**src/rtl/uart_receiver.sv**
```systemverilog
// rtl/uart_receiver.sv - 8N1 UART receive stage: sync, start detect, mid-bit sampling, stop check
module uart_receiver #(
   parameter int BAUD_RATE         = 10000,
   parameter int CLOCK_FREQUENCY   = 250000000,
   parameter int CYCLES_PER_SAMPLE = CLOCK_FREQUENCY / BAUD_RATE,
   parameter int HALF_SAMPLE       = CYCLES_PER_SAMPLE / 2
) (
   input  logic       clk,
   input  logic       r_reset,
   input  logic       i_rx,
   output logic [7:0] o_data,
   output logic       o_valid,
   output logic       o_frame_error,
   output logic       o_busy
);

   typedef enum logic [1:0] {S_IDLE, S_START, S_DATA, S_STOP} state_t;

   localparam logic [15:0] BIT_LAST  = 16'(CYCLES_PER_SAMPLE - 1);
   localparam logic [15:0] HALF_LAST = 16'(HALF_SAMPLE - 1);

   state_t      state_q, state_d;
   logic        sync1_q, sync2_q, sync3_q;
   logic        fill_q;
   logic        armed_q, armed_d;
   logic [15:0] cnt_q, cnt_d;
   logic [2:0]  bit_idx_q, bit_idx_d;
   logic [7:0]  shift_q, shift_d;
   logic [7:0]  data_q, data_d;
   logic        valid_q, valid_d;
   logic        ferr_q, ferr_d;

   always_ff @(posedge clk) begin
      if (r_reset) begin
         state_q   <= S_IDLE;
         sync1_q   <= 1'b1;
         sync2_q   <= 1'b1;
         sync3_q   <= 1'b1;
         fill_q    <= 1'b0;
         armed_q   <= 1'b0;
         cnt_q     <= 16'd0;
         bit_idx_q <= 3'd0;
         shift_q   <= 8'd0;
         data_q    <= 8'd0;
         valid_q   <= 1'b0;
         ferr_q    <= 1'b0;
      end else begin
         state_q   <= state_d;
         sync1_q   <= i_rx;
         sync2_q   <= sync1_q;
         sync3_q   <= sync2_q;
         fill_q    <= 1'b1;
         armed_q   <= armed_d;
         cnt_q     <= cnt_d;
         bit_idx_q <= bit_idx_d;
         shift_q   <= shift_d;
         data_q    <= data_d;
         valid_q   <= valid_d;
         ferr_q    <= ferr_d;
      end
   end

   always_comb begin
      state_d   = state_q;
      cnt_d     = cnt_q + 16'd1;
      bit_idx_d = bit_idx_q;
      shift_d   = shift_q;
      data_d    = data_q;
      valid_d   = 1'b0;
      ferr_d    = 1'b0;
      // Start detection stays disarmed until the real line has been seen high,
      // so a line low through and after reset never fakes a falling edge.
      armed_d   = armed_q | (fill_q & sync1_q);
      case (state_q)
         S_IDLE: begin
            if (armed_q && !sync2_q && sync3_q) begin
               state_d = S_START;
               cnt_d   = 16'd0;
            end
         end
         S_START: begin
            if (cnt_q == HALF_LAST) begin
               cnt_d = 16'd0;
               if (!sync2_q) begin
                  state_d   = S_DATA;
                  bit_idx_d = 3'd0;
               end else begin
                  state_d = S_IDLE;
               end
            end
         end
         S_DATA: begin
            if (cnt_q == BIT_LAST) begin
               cnt_d              = 16'd0;
               shift_d[bit_idx_q] = sync2_q;
               if (bit_idx_q == 3'd7) begin
                  state_d = S_STOP;
               end else begin
                  bit_idx_d = bit_idx_q + 3'd1;
               end
            end
         end
         S_STOP: begin
            if (cnt_q == BIT_LAST) begin
               cnt_d   = 16'd0;
               state_d = S_IDLE;
               if (sync2_q) begin
                  data_d  = shift_q;
                  valid_d = 1'b1;
               end else begin
                  ferr_d = 1'b1;
               end
            end
         end
         default: state_d = S_IDLE;
      endcase
   end

   assign o_data        = data_q;
   assign o_valid       = valid_q;
   assign o_frame_error = ferr_q;
   assign o_busy        = (state_q != S_IDLE);

endmodule

```
**config.mk**
```make
export PLATFORM = sky130hd
export DESIGN_NAME = uart_receiver
export DESIGN_NICKNAME = d
export VERILOG_FILES = /design/src/rtl/uart_receiver.sv
export SDC_FILE = /design/constraint.sdc
export NUM_CORES = 1
export LEC_CHECK = 0
export CAP_MARGIN = 5
export CORE_AREA = 2 2 53 91
export DETAILED_ROUTE_END_ITERATION = 6
export DIE_AREA = 0 0 55 93
export GPL_TIMING_DRIVEN = 1
export PLACE_DENSITY = 0.7
export SKIP_CTS_REPAIR_TIMING = 1
export SYNTH_ARGS = -nofsm -noshare
export SYNTH_HDL_FRONTEND = slang
export SYNTH_SLANG_ARGS = --single-unit
```
**constraint.sdc**
```tcl
create_clock -name clk -period 4.3 [get_ports clk]
set_input_delay 0.86 -clock clk [delete_from_list [all_inputs] [get_ports clk]]
set_output_delay 0.86 -clock clk [all_outputs]
set_load 0.005 [all_outputs]
```
# After elaboration in Yosys (flattened, before gate mapping)

Cells that the tools add are included.

Register bits after elaboration: 44
Bits of input ports: 3
Output and inout bits: 11
Logic and storage cells: 68

Add/subtract/negate cells: 2
Order comparisons: 2
Equal/unequal tests: 13
Multiplexer cells: 22
Bitwise operators: 4
Reductions and logical operators: 13

Operator list:

| kind                                                  | count |
|---|---|
| 2-to-1 mux 16 bit                                     | 3 |
| one-hot mux 16 bit (3 select lines)                   | 1 |
| adder 16 x 1 -> 16 bit, second input constant         | 1 |
| equality test 16 x 14 -> 1 bit, second input constant | 1 |
| equality test 16 x 15 -> 1 bit, second input constant | 1 |
| != test 2 bit, second input constant                  | 7 |
| 2-to-1 mux 2 bit                                      | 6 |
| 2-to-1 mux 3 bit                                      | 4 |
| AND reduction 5 bit                                   | 2 |
| bitwise mux 8 bit                                     | 1 |
| one-hot mux 2 bit (4 select lines)                    | 1 |
| one-hot mux 3 bit (2 select lines)                    | 1 |
| equality test 2 bit, second input constant            | 2 |
| < comparator 3 x 4 -> 1 bit, second input constant    | 1 |
| 2-to-1 mux 1 bit                                      | 4 |
| nonzero test 2 bit                                    | 2 |
| adder 3 x 1 -> 3 bit, second input constant           | 1 |
| demux 1 bit (select 3 bit)                            | 1 |
| equality test 3 bit, second input constant            | 1 |
| >= comparator 3 x 1 -> 1 bit, second input constant   | 1 |
| logical AND 1 bit                                     | 3 |
| AND reduction 3 bit                                   | 1 |
| OR reduction 3 bit                                    | 1 |
| equality test 2 x 1 -> 1 bit, second input constant   | 1 |
| other kinds (7)                                       | 8 |

# Depth between registers and ports, before layout

Depth after elaboration: 5
Depth in mapped cells: 7
Depth with buffers taken out: 6

# Worst setup path after synthesis

No wires, ideal clock.

Kind: reg2reg
Start: register cnt_q[0]
End: register state_q[0]
Setup time: 70 ps
Data arrival time: 1854 ps
Required time: 4230 ps
Setup slack: 2376 ps
Cell stages (with the launch flop): 7
Path buffers: 0
Clock period less this slack: 1924 ps
Path through: dfxtp_1 -> ha_1 -> nand3_1 -> nor4bb_1 -> a31oi_1 -> or4_1 -> a21oi_1

Longest elaborated chain between the ends: 3
Elaborated cells on any way between the ends: 6
Those cells by class: eq/ne (5); reduce/logical (1)

RTL lines:

| item                                                                                    | RTL line    | text |
|---|---|---|
| from (decl)                                                                             | 26          | `logic [15:0] cnt_q, cnt_d;` |
| from (signal assigned)                                                                  | 54          | `cnt_q <= cnt_d;` |
| equality test 16 x 15 -> 1 bit / equality test 16 x 14 -> 1 bit (equally long branches) | 93, 104, 82 |  |
| != test 2 bit (no line)                                                                 | -           |  |
| AND reduction 5 bit (no line) *                                                         | -           |  |
| to (signal assigned)                                                                    | 48          | `state_q <= state_d;` |
| to (decl)                                                                               | 22          | `state_t state_q, state_d;` |

Mark *: on every way between the ends. The rest lies on a longest branch, timed or not.
A chain may end at the register's enable or synchronous reset.

# Worst setup path in the final report

Start: register cnt_q[0]
End: register cnt_q[3]

Longest elaborated chain between the ends: 3
Elaborated cells on any way between the ends: 7
Those cells by class: add/sub (1); eq/ne (2); mux (4)

RTL lines:

| item                                           | RTL line | text |
|---|---|---|
| adder 16 x 1 -> 16 bit (tied with other cells) | 65       | `cnt_d = cnt_q + 16'd1;` |
| 2-to-1 mux 16 bit (on tied branches)           | -        |  |
| one-hot mux 16 bit (3 select lines) *          | 74       | `case (state_q)` |

Marked as above.

==> impl_metrics.ini <==
[outcome]
status = finished, final reports clean

[timing]
min_period_ns = 2.36
clock_skew_ns = 0.00670
min_period_over_period = 0.549
maxSlewHeadroom = 0.505
setup_viol = 0
hold_viol = 0
tns_ns = 0
rsz0062_at_grt = no
slew_violations = 0
tightest_slew_ns = 0.738
fmaxAchievable_mhz = 424

[detailed_routing]
drt_iter0_drc = 19
wl_mm = 3.42
wl_per_cell_um = 12.6
dr.pass1.iters = 5
vias = 1439
route.detailed.drc = 0
ant_nets = 0
routed_via_density = 5.31

[cts]
ctsHtreeMaxLevel = 2
clock_sinks = 44
root_buffer = clkbuf_8
cts.clk_slew.worst_paths_ns = 0.08
cts_tree = built
clk_latency_ns = 0.30
cts_made_buffers = 5
cts_max_path_buffers = 2

[grt]
grt_pass1_wl_mm = 5.77
grt_antenna_before_repair = 0
grtUsageTotal = 0.153
grt.overflow.total = 0
grt_max_degree = 27
grt_pass1_vias = 1334

[synth]
syn_avg_cell_area_um2 = 9.28
syn_area_um2 = 1900
synth_area_leader_cell = dfxtp_1
yosys-top-cells-area = dfxtp_1, nor2_1, mux2i_1
syn_inst = 205
synth_nets = 211
ys_seq_area_frac = 0.463
ys_warn_count = 0
synth_top_area_share = 0.463
ys_ff_latch = 44
ys_types = 36

[final_layout]
area_growth_pct = 15.5
drive_gt1_frac = 0.0773
nets = 225
antenna_cells = 0
multi_input_area_um2 = 978
fill_cells = 438
final-seq-area_um2 = 881

[setup_path]
start_kind = flop
path_class = flop to flop
worst_setup_path_end_kind = flop
path_cells = ha_1 > nand3_1 > nor4bb_1 > a31oi_1 > o21ai_2 > nor2_1
critPathMaxStageDelay_ns = 0.65
crit_family = compound AO/OA/AOI/OAI gates
path_max_fanout = 16
worstPathRequired_ns = 4.46
crit_arrival_ns = 2.52
slowest_stage = o21ai_2
path_buf_inv = 0

[floorplanning]
start_util = 0.432
core_area_um2 = 4400
dieWidth_um = 55
rows = 32
dieArea_um2 = 5120
die_h_um = 93
io_pins = 14

[placement]
io_buffer_count = 13
place_congestion = 0.784
hpwl_mm = 2.46

[power]
vdd_drop_max_mv = 0.341
p_per_area_nw_per_um2 = 368
p_leak_nw = 0.828
total_power_w = 0.000809

[flow_run]
drv_cap = 0

[hold_path]
hold_class = flop to flop
state kept, by name, indices dropped and copies added, names as in the netlist, 3 cells and up, named ones only:
name	cells
bit_idx_q	3
cnt_q	16
o_data	8
shift_q	8
synth_stat cells (all sizes together):
cell / count
nor4: 4
clkbuf: 6
o21ai: 8
nor4bb: 2
nor2: 34
nor3b: 1
nand4: 4
xnor2: 6
mux2i: 12
or3: 6
and4b: 1
nor4b: 3
a21oi: 10
nor2b: 4
nand2: 10
o211a: 1
or4: 3
and4bb: 1
and3: 2
and3b: 1
or2: 3
nor3: 2
inv: 4
a31oi: 2
and4: 3
o31ai: 1
dfxtp: 44
mux2: 1
ha: 3
nand2b: 5
nand3: 9
xor2: 8
buf: 1
kinds of logic (layout without fill, tap and decap cells):
family | after synthesis | after routing | synth area share
AOI/OAI and AO/OA | 22 | 22 | 0.0651
xor gates and xnor gates | 14 | 14 | 0.0645
adders and majority gates | 3 | 3 | 0.0197
buffers and inverters | 11 | 26 | 0.0224
DFF | 44 | 44 | 0.463
muxes | 13 | 13 | 0.0711
and+or+nand+nor | 98 | 98 | 0.294
metrics by stage:
stage	utilization	worst slack [ns]	cell area [um2]	std cells	hold WS, ns
floorplan	-	2.38	1900	205	0.415
detailed placement	0.471	1.97	2080	263	0.431
global placement	0.471	2.01	2080	263	0.434
global route	0.499	1.75	2200	271	0.456
finish	0.499	1.94	2200	271	0.442
CTS	0.499	1.94	2200	271	0.450
cells in the final DEF, fill, tap and decap left out, drive strengths merged, types with 5 or more instances in the layout:
master | netlist | layout
a21oi | 10 | 10
clkbuf | 6 | 6
clkdlybuf4s50 | 0 | 13
dfxtp | 44 | 44
mux2i | 12 | 12
nand2 | 10 | 10
nand2b | 5 | 5
nand3 | 9 | 9
nor2 | 34 | 34
o21ai | 8 | 8
or3 | 6 | 6
xnor2 | 6 | 6
xor2 | 8 | 8
layout make-up:
class	instances	area share
Multi-Input combinational cell	150	0.445
Sequential cell	44	0.401
Timing Repair Buffer	14	0.0626
Clock buffer	6	0.0376
Tap cell	51	0.0290
Clock inverter	2	0.0177
Inverter	4	0.00683
final timing paths:
check           start        to  slack (ns)  depth (start not counted)
max          cnt_q[0]  cnt_q[3]        1.94                          6
min reg2reg   sync1_q   sync2_q        0.44                          1
max reg2reg  cnt_q[0]  cnt_q[3]        1.94                          6
min           sync1_q   sync2_q        0.44                          1
metal layers:
| layer | vias to the layer above | wire length (um) | global-route usage |
|---|---|---|---|
| li1 | 746 | - | - |
| met1 | 675 | 1460 | 0.167 |
| met3 | 4 | 73 | 0.0383 |
| met2 | 14 | 1820 | 0.263 |
| met5 | - | 0 | 0 |
| met4 | 0 | 61 | 0.0671 |
report_power, final:
part / switching, W / total, W / internal (W)
Clock: 0.000141 / 0.000331 / 0.000190
Sequential: 0.0000122 / 0.000429 / 0.000417
Combinational: 0.0000284 / 0.0000491 / 0.0000207
(Power assumes the default switching activity.)
